[config.mk]
export PLATFORM = sky130hd
export DESIGN_NAME = instr_fetch_unit
export DESIGN_NICKNAME = d
export VERILOG_FILES = /design/src/rtl/instr_fetch_unit.sv
export SDC_FILE = /design/constraint.sdc
export NUM_CORES = 1
export LEC_CHECK = 0
export BUFFER_PORTS_ARGS = -buffer_cell sky130_fd_sc_hd__buf_2
export CORE_AREA = 2 2 165 167
export DETAILED_ROUTE_END_ITERATION = 12
export DIE_AREA = 0 0 167 169
export PLACE_DENSITY = 0.81
export SLEW_MARGIN = 20
export SYNTH_ARGS = -nofsm -noshare
export SYNTH_HDL_FRONTEND = slang
export SYNTH_SLANG_ARGS = --single-unit
export TNS_END_PERCENT = 50
[constraint.sdc]
create_clock -name clk_i -period 5.75 [get_ports clk_i]
set_clock_uncertainty 0.05 [all_clocks]
set_input_delay 0 -clock clk_i [delete_from_list [all_inputs] [get_ports clk_i]]
set_output_delay 0 -clock clk_i [all_outputs]
set_load 0.01 [all_outputs]
[src/rtl/instr_fetch_unit.sv]
// instr_fetch_unit: prefetching instruction fetch front end with an in-order
// response buffer and redirect flushing.
// Build option: define FETCH_ALIGN_CHECK_EN to trap misaligned redirect targets
// in ERR. Without it the two low target bits are ignored.
//
// state | meaning
// IDLE  | first cycle after reset, no requests issued
// FETCH | issue requests while buffer plus in-flight stays below FIFO_DEPTH
// ERR   | misaligned redirect seen, requests halted until an aligned redirect

module instr_fetch_unit #(
  parameter int unsigned     XLEN       = 32,
  parameter int unsigned     FIFO_DEPTH = 4,
  parameter logic [XLEN-1:0] RESET_PC   = '0
) (
  input  logic            clk_i,
  input  logic            rstn_i,
  output logic            imem_req_o,
  output logic [XLEN-1:0] imem_addr_o,
  input  logic            imem_gnt_i,
  input  logic            imem_rvalid_i,
  input  logic [31:0]     imem_rdata_i,
  input  logic            redirect_i,
  input  logic [XLEN-1:0] redirect_pc_i,
  output logic            instr_valid_o,
  output logic [31:0]     instr_o,
  output logic [XLEN-1:0] instr_pc_o,
  input  logic            instr_ready_i,
  output logic            fetch_misaligned_o
);

  localparam int unsigned     PTR_W   = (FIFO_DEPTH > 1) ? $clog2(FIFO_DEPTH) : 1;
  localparam int unsigned     CNT_W   = PTR_W + 1;
  localparam logic [CNT_W:0]  DEPTH_C = (CNT_W + 1)'(FIFO_DEPTH);
  localparam logic [XLEN-1:0] PC_STEP = XLEN'(4);

  typedef enum logic [1:0] {
    IDLE  = 2'd0,
    FETCH = 2'd1,
    ERR   = 2'd2
  } state_e;

  state_e           state_q, state_d;
  logic [XLEN-1:0]  fetch_pc_q, fetch_pc_d;
  logic [XLEN-1:0]  resp_pc_q, resp_pc_d;
  logic [CNT_W-1:0] outstanding_q, outstanding_d;
  logic [CNT_W-1:0] discard_cnt_q, discard_cnt_d;
  logic [CNT_W-1:0] count_q, count_d;
  logic [PTR_W-1:0] wr_ptr_q, wr_ptr_d;
  logic [PTR_W-1:0] rd_ptr_q, rd_ptr_d;

  // each entry holds {pc, instruction}
  logic [XLEN+31:0] fifo_mem [FIFO_DEPTH];

  logic [XLEN-1:0] redir_pc;
  logic            redir_misaligned;
  logic            fifo_empty;
  logic            room;
  logic            grant;
  logic            resp_drop;
  logic            push;
  logic            pop;

`ifdef FETCH_ALIGN_CHECK_EN
  assign redir_misaligned   = redirect_i && (redirect_pc_i[1:0] != 2'b00);
  assign fetch_misaligned_o = (state_q == ERR);
`else
  logic unused_redir_lsb;
  assign unused_redir_lsb   = ^redirect_pc_i[1:0];
  assign redir_misaligned   = 1'b0;
  assign fetch_misaligned_o = 1'b0;
`endif

  // the PC registers only ever hold word-aligned addresses
  assign redir_pc    = {redirect_pc_i[XLEN-1:2], 2'b00};
  assign imem_addr_o = fetch_pc_q;

  // Head of buffer drives decode directly; masked to zero when empty.
  assign {instr_pc_o, instr_o} = fifo_empty ? '0 : fifo_mem[rd_ptr_q];

  // Request gating, response classification and decode handshake.
  always_comb begin
    fifo_empty    = (count_q == '0);
    room          = ({1'b0, count_q} + {1'b0, outstanding_q}) < DEPTH_C;
    imem_req_o    = (state_q == FETCH) && !redirect_i && room;
    grant         = imem_req_o && imem_gnt_i;
    resp_drop     = imem_rvalid_i && (discard_cnt_q != '0);
    // a response arriving with a redirect belongs to the old stream
    push          = imem_rvalid_i && !resp_drop && !redirect_i;
    instr_valid_o = !fifo_empty && !redirect_i;
    pop           = instr_valid_o && instr_ready_i;
  end

  // Next values for PCs, counters and buffer pointers.
  always_comb begin
    fetch_pc_d    = fetch_pc_q;
    resp_pc_d     = resp_pc_q;
    discard_cnt_d = discard_cnt_q;
    count_d       = count_q;
    wr_ptr_d      = wr_ptr_q;
    rd_ptr_d      = rd_ptr_q;
    // outstanding counts every request in flight, stale or live
    outstanding_d = outstanding_q + CNT_W'(grant) - CNT_W'(imem_rvalid_i);
    if (redirect_i) begin
      fetch_pc_d    = redir_pc;
      resp_pc_d     = redir_pc;
      // everything still in flight after this cycle is from the old stream
      discard_cnt_d = outstanding_d;
      count_d       = '0;
      wr_ptr_d      = '0;
      rd_ptr_d      = '0;
    end else begin
      if (grant) fetch_pc_d = fetch_pc_q + PC_STEP;
      if (push)  resp_pc_d  = resp_pc_q + PC_STEP;
      discard_cnt_d = discard_cnt_q - CNT_W'(resp_drop);
      count_d       = count_q + CNT_W'(push) - CNT_W'(pop);
      wr_ptr_d      = wr_ptr_q + PTR_W'(push);
      rd_ptr_d      = rd_ptr_q + PTR_W'(pop);
    end
  end

  // FSM next state; a redirect overrides from any state.
  always_comb begin
    state_d = state_q;
    case (state_q)
      IDLE:    state_d = FETCH;
      FETCH:   state_d = FETCH;
      ERR:     state_d = ERR;
      default: state_d = IDLE;
    endcase
    if (redirect_i) begin
      state_d = redir_misaligned ? ERR : FETCH;
    end
  end

  // State, PC and counter registers.
  always_ff @(posedge clk_i or negedge rstn_i) begin
    if (!rstn_i) begin
      state_q       <= IDLE;
      fetch_pc_q    <= RESET_PC;
      resp_pc_q     <= RESET_PC;
      outstanding_q <= '0;
      discard_cnt_q <= '0;
      count_q       <= '0;
      wr_ptr_q      <= '0;
      rd_ptr_q      <= '0;
    end else begin
      state_q       <= state_d;
      fetch_pc_q    <= fetch_pc_d;
      resp_pc_q     <= resp_pc_d;
      outstanding_q <= outstanding_d;
      discard_cnt_q <= discard_cnt_d;
      count_q       <= count_d;
      wr_ptr_q      <= wr_ptr_d;
      rd_ptr_q      <= rd_ptr_d;
    end
  end

  // Buffer storage write; contents are only observed while count is nonzero.
  always_ff @(posedge clk_i) begin
    if (push) begin
      fifo_mem[wr_ptr_q] <= {resp_pc_q, imem_rdata_i};
    end
  end

endmodule

==> impl_results.md, run 1 <==
* Area growth syn-to-layout at 21.7%
* Die area at 0.0282 mm2
* Post-Synthesis Cells at 834
* Setup WS pre-CTS at 1.87 ns
* CTS tree: built
* WL met2 at 13.3 mm
* DR DRC count at 0
* Measured slew at the worst slew-check pin at 0.968 ns
* CP max stage cell: and4_1
* Avg WL per Cell at 19.1 um
* Min-delay src: redirect_i
* Peak supply drop at 232 uV
* Post-route clock period utilization at 68.6%
* H-tree depth at 2
* Top routing layer used: met4
* Final hold vios at 0
* DR iter-0 viols at 825
* Core area at 0.0265 mm2
* Maximum clock insertion buffer count at 3
* GR Overflow Total at 0
* Clk network pwr share at 34.1%
* Worst Slack Setup Final at 1.81 ns
* Finished Layout Cells at 1433
* Wl on met1 at 11.6 mm
* R2r endpoint: discard_cnt_q[2]$_DFF_PN0_
* Syn Area/Cell at 16.3 um2
* Count of input and output buffers at 161
* Hold Crit Depth at 3
* Layout cells sized above 1 at 29.0%
* ANT cells at 0
* Clk root buf: clkbuf_16
* R2R Setup Slk at 1.81 ns
* Top cell family by delay on the critical path: adder cells
* RSZ-0062 raised after global routing: false
* Most frequent CP cell: ha_1
* Critical Path Source: count_q[2]$_DFF_PN0_
* CP Capture Type: flop
* Critical Path Fanout Max at 31
* Async set or reset register ratio after synthesis at 23.2%
* Warnings, synthesis at 0
* Dpl hpwl at 16.0 mm
* Met3 wire len at 1.80 mm
* Largest net degree at the start of global routing at 76
* Slew margin rel. at 35.4%
* Primary FF master, synth: edfxtp_1
* Die Y at 169 um
* Detailed-route via count at 8044
* P_leak at 5.98 nW
* Number of max-cap violations at 0
* Clk slew on worst S/H paths at 0.06 ns
* Setup Buffers After CTS at 0
* IO Pins at 169
* Yosys cell types at 47
* Worst Path Required at 6.05 ns
* Combinational Power Share at 21.6%
* Mapped Area at 0.0136 mm2
* Critical path startpoint category: flop
* Final setup fails at 0
* Routed Wire Length at 27.3 mm
* Row count at 60
* CP max stage delay at 0.67 ns
* Sequential fraction of the synthesis area at 68.7%
* Cells after DPL at 1306
* RR Startpoint: count_q[2]$_DFF_PN0_
* Setup CP Type: reg -> reg
* Post-DR vias/cell at 5.61
* Routability cong. at 0.881
* Sw Ratio at 28.1%
* Tot GR Track Use at 19.7%
* Die X at 167 um
* Number of synthesized flops with an enable pin at 248
* Min-delay worst type: in -> reg
* Pre-antenna DRT Iters at 5
* Critical Path AT at 4.24 ns
* Number of global-route vias before repair at 8208
* Crit-path cells: ha_1 > nor4b_1 > and4_1 > inv_1 > ha_1 > inv_1 > ha_1 > fa_1 > xor2_1 > xnor2_1 > nand2_1 > o21ai_0
* Final nets at 1150
* Worst min-delay path endpoint: count_q[1]$_DFF_PN0_
* Flop pwr share at 44.4%
* Antenna violations before repair at 0
* Power Dens Cells at 389 mW/mm2
* Final Slew Violations at 0
* Starting density of the core at 51.2%
* Synth Register Bits at 323
* Fin crit period at 3.94 ns
* Fmax at 254 MHz
* ANT nets after route at 0
* CTS Sinks at 323
* CTS buffer count at 34
* Bufs and invs on worst path at 2
* Status: finished clean
* Internal power at 4.62 mW
* Worst Reg2Reg Path Length in Cells at 12
* Psw at 1.80 mW
* Global-route wire length before repair at 43.6 mm
* Clock latency on the worst-skew pair at 0.51 ns
## layout make-up
type / instances / area, um2
Fill cell: 1912 / 9990
Sequential cell: 323 / 9330
Multi-Input combinational cell: 452 / 4010
Timing Repair Buffer: 236 / 1530
Clock buffer: 47 / 993
Tap cell: 341 / 427
Clock inverter: 15 / 145
Inverter: 19 / 71.3
## logic make-up (layout without fill, tap and decap cells)
kind of cell,count (synthesis),in the layout,synth area share [%]
flops,323,323,68.7
simple gates,237,237,10.0
compound gates,80,80,3.73
mux,74,74,11.3
buf+inv,63,317,2.08
xor+xnor,42,42,2.71
fa+ha+maj,14,14,1.40
other cells,1,5,0.0276
## cells in the mapped netlist (all sizes together), types with 6 or more instances
library cell,count,share of area (%)
o311ai,16,1.0
o211ai,6,0.33
nor2b,66,3.0
buf,19,0.87
inv,18,0.50
and3,9,0.42
nand3,32,1.2
nor2,26,0.72
nor3,16,0.70
xor2,12,0.77
a31oi,7,0.32
dfrtp,75,14
clkbuf,25,0.69
nor4,6,0.81
nand4,17,0.88
ha,12,1.1
edfxtp,248,55
xnor2,30,1.9
mux4,62,10
nand2,48,1.3
o21ai,41,1.5
mux2,11,0.91
## flip-flops by register name (all words and copies together) (netlist names)
register / cells
fifo_mem: 248
rd_ptr_q: 2
count_q: 3
state_q: 2
outstanding_q: 3
resp_pc_q: 30
discard_cnt_q: 3
wr_ptr_q: 2
imem_addr_o: 30
## routing by layer
layer  GRT usage (%)  up-vias
met5               0        -
met4            5.77        0
met3            3.04       41
met2            32.4      326
met1            27.6     4010
li1                -     3667
## worst register-to-register path, cell delays in order (launching register included)
cell     delay (ns)
dfrtp_1        0.41
ha_1           0.19
nor4b_1        0.30
and4_1         0.67
inv_1          0.62
ha_1           0.48
inv_1          0.04
ha_1           0.18
fa_1           0.38
xor2_1         0.16
xnor2_1        0.14
nand2_1        0.06
o21ai_0        0.10
## through the flow
| step | hold WS [ns] | utilization (%) | TNS [ns] | power [mW] | cell area [um2] |
|---|---|---|---|---|---|
| finish | 0.0838 | 62.3 | 0 | 6.43 | 16500 |
| floorplan | -0.346 | - | -10.82 | 3.72 | 13600 |
| detailed placement | 0.168 | 55.5 | 0 | 4.27 | 14700 |
| global route | 0.121 | 62.3 | 0 | 6.73 | 16500 |
| global placement | 0.163 | 55.5 | 0 | 4.24 | 14700 |
| CTS | 0.0870 | 62.3 | 0 | 6.50 | 16500 |
## worst max-delay path by stage
stage	end	slack, ns	depth (start not counted)
after global placement	discard_cnt_q[2]$_DFF_PN0_	1.92	12
after floorplan	fifo_mem[0][0]$_DFFE_PP_	-0.17	4
after detailed placement	discard_cnt_q[2]$_DFF_PN0_	1.87	12
final	discard_cnt_q[2]$_DFF_PN0_	1.81	12
after global routing	discard_cnt_q[2]$_DFF_PN0_	1.49	12
after CTS	discard_cnt_q[2]$_DFF_PN0_	1.84	12
## cell usage in the layout (no fill, tap or decap), types with 24 or more instances in the layout
master,synthesis,final
o21ai_0,31,31
dlygate4sd3_1,0,65
nor2b_1,66,66
nor2_1,26,24
xnor2_1,30,30
buf_2,10,161
nand3_1,32,32
dfrtp_1,75,73
clkbuf_16,0,37
mux4_2,62,62
nand2_1,48,48
edfxtp_1,248,248
## power groups by stage
stage	clock network, mW	registers (mW)	logic, mW
floorplan	0	2.85	0.872
global placement	0	2.88	1.35
detailed placement	0	2.89	1.38
CTS	2.24	2.85	1.41
global route	2.33	2.87	1.53
finish	2.19	2.85	1.39
## repair_timing
action	4_1_cts	5_1_grt
hold endpoints to repair	266	0
gates resized for setup	0	0
hold buffers	65	0
(Power assumes the default switching activity.)
==> run 2, diff against run 1 <==
--- a/config.mk
+++ b/config.mk
@@ -5,10 +5,11 @@
 export SDC_FILE = /design/constraint.sdc
 export NUM_CORES = 1
 export LEC_CHECK = 0
+export ABC_AREA = 1
 export BUFFER_PORTS_ARGS = -buffer_cell sky130_fd_sc_hd__buf_2
-export CORE_AREA = 2 2 165 167
+export CORE_AREA = 2 2 166 168
 export DETAILED_ROUTE_END_ITERATION = 12
-export DIE_AREA = 0 0 167 169
+export DIE_AREA = 0 0 168 170
 export PLACE_DENSITY = 0.81
 export SLEW_MARGIN = 20
 export SYNTH_ARGS = -nofsm -noshare
==> constraint.sdc (replaced) <==
create_clock -name clk_i -period 3.7 [get_ports clk_i]
set_clock_uncertainty 0.05 [all_clocks]
set_input_delay 0 -clock clk_i [delete_from_list [all_inputs] [get_ports clk_i]]
set_output_delay 0 -clock clk_i [all_outputs]
set_load 0.01 [all_outputs]
==> impl_results.md, run 2 <==
* Status: complete, but fails checks
* Failing checks: negative hold slack
* Critical Path Fanout Max at 66
* Die X at 168 um
* Biggest area consumer among synthesized cells: edfxtp_1
* Area growth syn-to-layout at 20.2%
* Grt met3 use at 3.60%
* DR iter-0 viols at 1107
* Post-cts sizing count at 0
* Hold buffers post-CTS at 69
* Biggest register: fifo_mem
* Maximum clock insertion buffer count at 3
* Dpl hpwl at 21.1 mm
* Die area at 0.0286 mm2
* Final nets at 1775
* Row count at 60
* Sequential fraction of the synthesis area at 64.4%
* R2R Setup Slk at 0.83 ns
* Min-delay worst type: in -> async
* H-tree depth at 2
* Global-route wire length before repair at 56.5 mm
* Slew margin rel. at 44.4%
* Fin area at 0.0174 mm2
* Core area at 0.0267 mm2
* Most frequent cell after synthesis: nor2_1
* Final hold slack at -0.0289 ns
* Number of synthesized flops with an enable pin at 248
* IO Pins at 169
* Setup Buffers After CTS at 0
* R2r endpoint: discard_cnt_q[2]$_DFF_PN0_
* Tot GR Track Use at 24.9%
* M2 GR Usage at 43.2%
* Final Slew Violations at 0
* Fill count at 1975
* Number of global-route vias before repair at 11000
* DR DRC count at 0
* Multi-input combinational cell area at 0.00460 mm2
* CTS buffer count at 35
* Final Util at 65.3%
* Overall Power at 10.6 mW
* Yosys cell types at 35
* Setup WS pre-CTS at 0.851 ns
* Number of max-cap violations at 0
* Routability cong. at 0.912
* ANT nets after route at 0
* Commonest non-fill, non-tap cells in the layout: nor2_1 (332), nand2_1 (267), edfxtp_1 (248)
* Worst Reg2Reg Path Length in Cells at 13
* Top-area cell type share of the netlist area at 51.4%
* Pre-antenna DRT Iters at 7
* P_leak at 7.02 nW
* Power Dens Cells at 607 mW/mm2
* Count of input and output buffers at 161
* Critical Path AT at 2.89 ns
* Measured slew at the worst slew-check pin at 0.833 ns
* Setup CP Type: reg -> out
* Die Y at 170 um
* Starting density of the core at 54.4%
* Clk root buf: clkbuf_16
* Mapped Area at 0.0145 mm2
* RR Startpoint: outstanding_q[2]$_DFF_PN0_
* Post-route clock period utilization at 79.5%
* Placed inst area at 0.0156 mm2
* CTS tree: built
* CTS Sinks at 323
* GR Overflow Total at 0
* CP Capture Type: primary output
* Primary FF master, synth: edfxtp_1
* Worst Path Required at 3.65 ns
* Worst Slack Setup Final at 0.760 ns
* Register area at 0.00933 mm2
* Final setup fails at 0
* RSZ-0062 raised after global routing: false
* Clk slew on worst S/H paths at 0.06 ns
* Avg WL per Cell at 17.3 um
* Final hold vios at 14
* Detailed-route via count at 11300
* Antenna violations before repair at 0
* Largest net degree at the start of global routing at 76
* Post-DR vias/cell at 5.50
* Warnings, synthesis at 0
* Met1 Usage GRT at 33.3%
* GR peak layer: met2
* Clock latency on the worst-skew pair at 0.51 ns
* Peak supply drop at 339 uV
* Fmax at 340 MHz
* Synth Register Bits at 323
* Post-Synthesis Cells at 1470
* Critical path startpoint category: flop
* ANT cells at 0
* Area contributors post-synth: edfxtp_1 (51%), dfrtp_1 (13%), nor2_1 (8.6%)
* Async set or reset register ratio after synthesis at 23.2%
* Routed Wire Length at 35.5 mm
* Fin crit period at 2.94 ns
* Largest register FFs at 248
* Synth top cells by count: nor2_1 (333), nand2_1 (267), edfxtp_1 (248)
* Most common cell after layout, fill and taps aside: nor2_1
* Layout cells sized above 1 at 14.8%
* Syn Area/Cell at 9.85 um2
[run 2: logic make-up after synthesis]
kind of cell	after synthesis	synth area share [%]
fa+ha+maj	14	1.31
xor+xnor	20	1.21
flops	323	64.4
buf+inv	152	4.33
simple gates	726	20.3
other cells	1	0.0259
compound gates	234	8.46
[run 2: how the worst max path moves through the flow]
stage / startpoint / endpoint / depth (start not counted)
after floorplan: discard_cnt_q[2]$_DFF_PN0_ / fifo_mem[0][0]$_DFFE_PP_ / 5
after global placement: count_q[1]$_DFF_PN0_ / discard_cnt_q[2]$_DFF_PN0_ / 13
after detailed placement: outstanding_q[2]$_DFF_PN0_ / discard_cnt_q[2]$_DFF_PN0_ / 13
after CTS: rd_ptr_q[0]$_DFF_PN0_ / instr_pc_o[16] / 6
after global routing: outstanding_q[2]$_DFF_PN0_ / discard_cnt_q[2]$_DFF_PN0_ / 13
final: rd_ptr_q[0]$_DFF_PN0_ / instr_pc_o[16] / 6
[run 2: cell type report]
cell class,count,share of cell area [%]
Clock inverter,16,0.704
Clock buffer,44,5.52
Multi-Input combinational cell,999,26.4
Sequential cell,323,53.6
Timing Repair Buffer,247,9.47
Inverter,85,1.83
Tap cell,341,2.45
[run 2: per-stage QoR]
stage | TNS, ns | cells | hold WS, ns
after floorplan | -47.85 | 1474 | -0.346
after global placement | 0 | 1926 | 0.0230
after detailed placement | 0 | 1926 | 0.0187
after CTS | 0 | 2055 | 0.0103
after global routing | 0 | 2055 | 0.00666
final | 0 | 2055 | -0.0289
[run 2: where the power goes]
group / switching, mW / internal, mW / leakage, nW
registers: 0.440 / 4.28 / 3.15
clock network: 1.37 / 1.91 / 0.526
logic: 1.66 / 0.912 / 3.34
[run 2: per-layer routing]
metal,up-vias,routed length (um)
met2,437,17200
li1,5392,-
met5,-,0
met4,0,602
met3,55,2420
met1,5414,15300
[run 2: worst max-delay path: stages, from the launching register on]
cell	delay [ns]
dfrtp_4	0.87
buf_4	0.69
nor2_1	0.12
nor2_1	0.11
o21ai_0	0.09
a21oi_1	0.29
buf_2	0.19
==> run 3, diff against run 2 <==
--- a/config.mk
+++ b/config.mk
@@ -7,9 +7,9 @@
 export LEC_CHECK = 0
 export ABC_AREA = 1
 export BUFFER_PORTS_ARGS = -buffer_cell sky130_fd_sc_hd__buf_2
-export CORE_AREA = 2 2 166 168
+export CORE_AREA = 2 2 169 171
 export DETAILED_ROUTE_END_ITERATION = 12
-export DIE_AREA = 0 0 168 170
+export DIE_AREA = 0 0 171 173
 export PLACE_DENSITY = 0.81
 export SLEW_MARGIN = 20
 export SYNTH_ARGS = -nofsm -noshare
==> constraint.sdc (replaced) <==
create_clock -name clk_i -period 2.45 [get_ports clk_i]
set_clock_uncertainty 0.05 [all_clocks]
set_input_delay 0 -clock clk_i [delete_from_list [all_inputs] [get_ports clk_i]]
set_output_delay 0 -clock clk_i [all_outputs]
set_load 0.01 [all_outputs]
==> impl_results.md, run 3 (synthesized netlist as in run 2, its figures left out) <==
* Worst Path Required at 2.84 ns
* IO Pins at 169
* Final hold vios at 3
* Slew margin rel. at 55.6%
* Core area at 0.0276 mm2
* Maximum clock insertion buffer count at 3
* Pre-antenna DRT Iters at 6
* P_leak at 7.20 nW
* Largest net degree at the start of global routing at 126
* Overall Power at 16.8 mW
* Row count at 61
* Setup WS pre-CTS at -0.129 ns
* Clk root buf: clkbuf_16
* Setup CP Type: reg -> reg
* CP max stage delay at 0.39 ns
* Fin crit period at 2.50 ns
* Die Y at 173 um
* Worst Slack Setup Final at -0.0514 ns
* Fmax at 400 MHz
* CTS Sinks at 323
* Area growth syn-to-layout at 23.2%
* Die X at 171 um
* Starting density of the core at 52.4%
* Number of global-route vias before repair at 11900
* Count of input and output buffers at 161
* Clk slew on worst S/H paths at 0.06 ns
* Flop pwr share at 42.0%
* DR iter-0 viols at 971
* Crit-path cells: ha_1 > nor2_1 > nand3b_1 > nor2_2 > nand2_2 > ha_4 > inv_2 > ha_4 > fa_2 > xnor2_2 > xor2_1 > nand2_1 > o21ai_1
* Cells after DPL at 1975
* H-tree depth at 2
* Number of max-cap violations at 0
* Clk network pwr share at 31.9%
* Placed inst area at 0.0159 mm2
* Internal power at 11.3 mW
* CP max stage cell: dfrtp_1
* Most frequent CP cell: ha_4
* Failing checks: negative hold slack, negative setup slack
* Critical Path Fanout Max at 2
* Combinational Power Share at 26.0%
* Routed Wire Length at 37.6 mm
* Critical Path AT at 2.89 ns
* CTS buffer count at 34
* Peak supply drop at 641 uV
* Post-route clock period utilization at 102%
* Psw at 5.44 mW
* Most common cell after layout, fill and taps aside: nor2_1
* Fin area at 0.0179 mm2
* Final nets at 1797
* Global-route wire length before repair at 59.2 mm
* Post-DR vias/cell at 5.52
* DR DRC count at 0
* ANT nets after route at 0
* Avg WL per Cell at 17.8 um
* Final Slew Violations at 0
* Status: complete, but fails checks
* CP Capture Type: flop
* RSZ-0062 raised after global routing: true
* Final hold slack at -0.0134 ns
* Register area at 0.00933 mm2
* Tot GR Track Use at 25.3%
* Commonest non-fill, non-tap cells in the layout: nor2_1 (331), nand2_1 (266), edfxtp_1 (248)
* Antenna violations before repair at 0
* Multi-input combinational cell area at 0.00466 mm2
* Clock latency on the worst-skew pair at 0.52 ns
* ANT cells at 0
* Layout cells sized above 1 at 16.8%
* Sw Ratio at 32.5%
* Detailed-route via count at 11700
* Power Dens Cells at 940 mW/mm2
* Measured slew at the worst slew-check pin at 0.665 ns
* Routability cong. at 0.940
* Finished Layout Cells at 2116
* Biggest register: fifo_mem
* Dpl hpwl at 21.6 mm
* CTS tree: built
* GR Overflow Total at 0
* Final setup fails at 2
* Fill count at 2041
* Critical path startpoint category: flop
* Min-delay worst type: in -> async
* Largest register FFs at 248
* Die area at 0.0296 mm2
-- run 3: cell types whose count changed in the layout (fill, tap and decap cells not counted), moves of 2 or more --
cell	delta
buf_12	+4
buf_4	+19
buf_6	+2
bufinv_16	+4
clkinv_1	-2
dlygate4sd3_1	-3
ha_1	-2
ha_4	+2
inv_1	-3
inv_4	+2
-- run 3: what timing repair did --
| item | 4_1_cts | 5_1_grt |
|---|---|---|
| hold endpoints to repair | 272 | 0 |
| gates cloned | 0 | 0 |
| endpoints found under the setup margin | 5 | 30 |
| hold buffers | 66 | 0 |
| pin swaps | 3 | 3 |
| setup buffers | 12 | 3 |
| resized for setup | 10 | 3 |
-- run 3: layout make-up --
cell class | instances | share of cell area, %
clock inverter | 19 | 1.35
timing repair buffer | 270 | 10.6
multi-input combinational | 999 | 26.1
inverter | 85 | 1.82
sequential | 323 | 52.3
tap | 378 | 2.65
clock buffer | 42 | 5.22
-- run 3: per-stage QoR --
step	utilization (%)	setup TNS [ns]
2_1_floorplan	-	-95.09
3_3_place_gp	57.4	-0.0252
3_5_place_dp	57.4	-0.134
4_1_cts	64.5	-0.123
5_1_grt	64.6	-0.249
6_report	64.6	-0.0841
-- run 3: final timing paths --
path                                             from                          end  slack, ns  depth (start not counted)
setup / recovery           outstanding_q[2]$_DFF_PN0_   discard_cnt_q[2]$_DFF_PN0_      -0.05                         13
hold / removal                                 rstn_i  imem_addr_o[19]$_DFFE_PN0N_      -0.01                          3
setup reg to reg           outstanding_q[2]$_DFF_PN0_   discard_cnt_q[2]$_DFF_PN0_      -0.05                         13
hold reg to reg                  state_q[0]$_DFF_PN0_         state_q[1]$_DFF_PN0_       0.39                          1
max in group asynchronous                      rstn_i        rd_ptr_q[0]$_DFF_PN0_       1.97                          3
min in group clk_i                         imem_gnt_i   outstanding_q[0]$_DFF_PN0_       0.05                          5
-- run 3: layer usage --
layer | share of wire, % | up-vias | global-route usage, % | wire length [um]
met5 | 0 | - | 0 | 0
met4 | 2.7 | 0 | 9.00 | 1030
met3 | 9.4 | 99 | 5.15 | 3550
met2 | 49 | 592 | 43.7 | 18400
met1 | 39 | 5546 | 31.4 | 14600
li1 | - | 5436 | - | -
-- run 3: power groups by stage --
stage	Combinational [mW]	Clock, mW	Sequential [mW]
global route	4.81	5.62	7.11
finish	4.36	5.36	7.05
floorplan	2.42	0	7.01
CTS	4.27	5.39	7.03
global placement	3.85	0	7.10
detailed placement	3.96	0	7.12
-- run 3: worst max-delay path, delay by kind of cell (launching register included) --
kind | cells | cell delay (ns)
adders and majority gates | 4 | 1.05
and+or+nand+nor | 5 | 0.49
DFF | 1 | 0.39
buffers and inverters | 1 | 0.04
AOI/OAI and AO/OA | 1 | 0.07
xor gates and xnor gates | 2 | 0.34
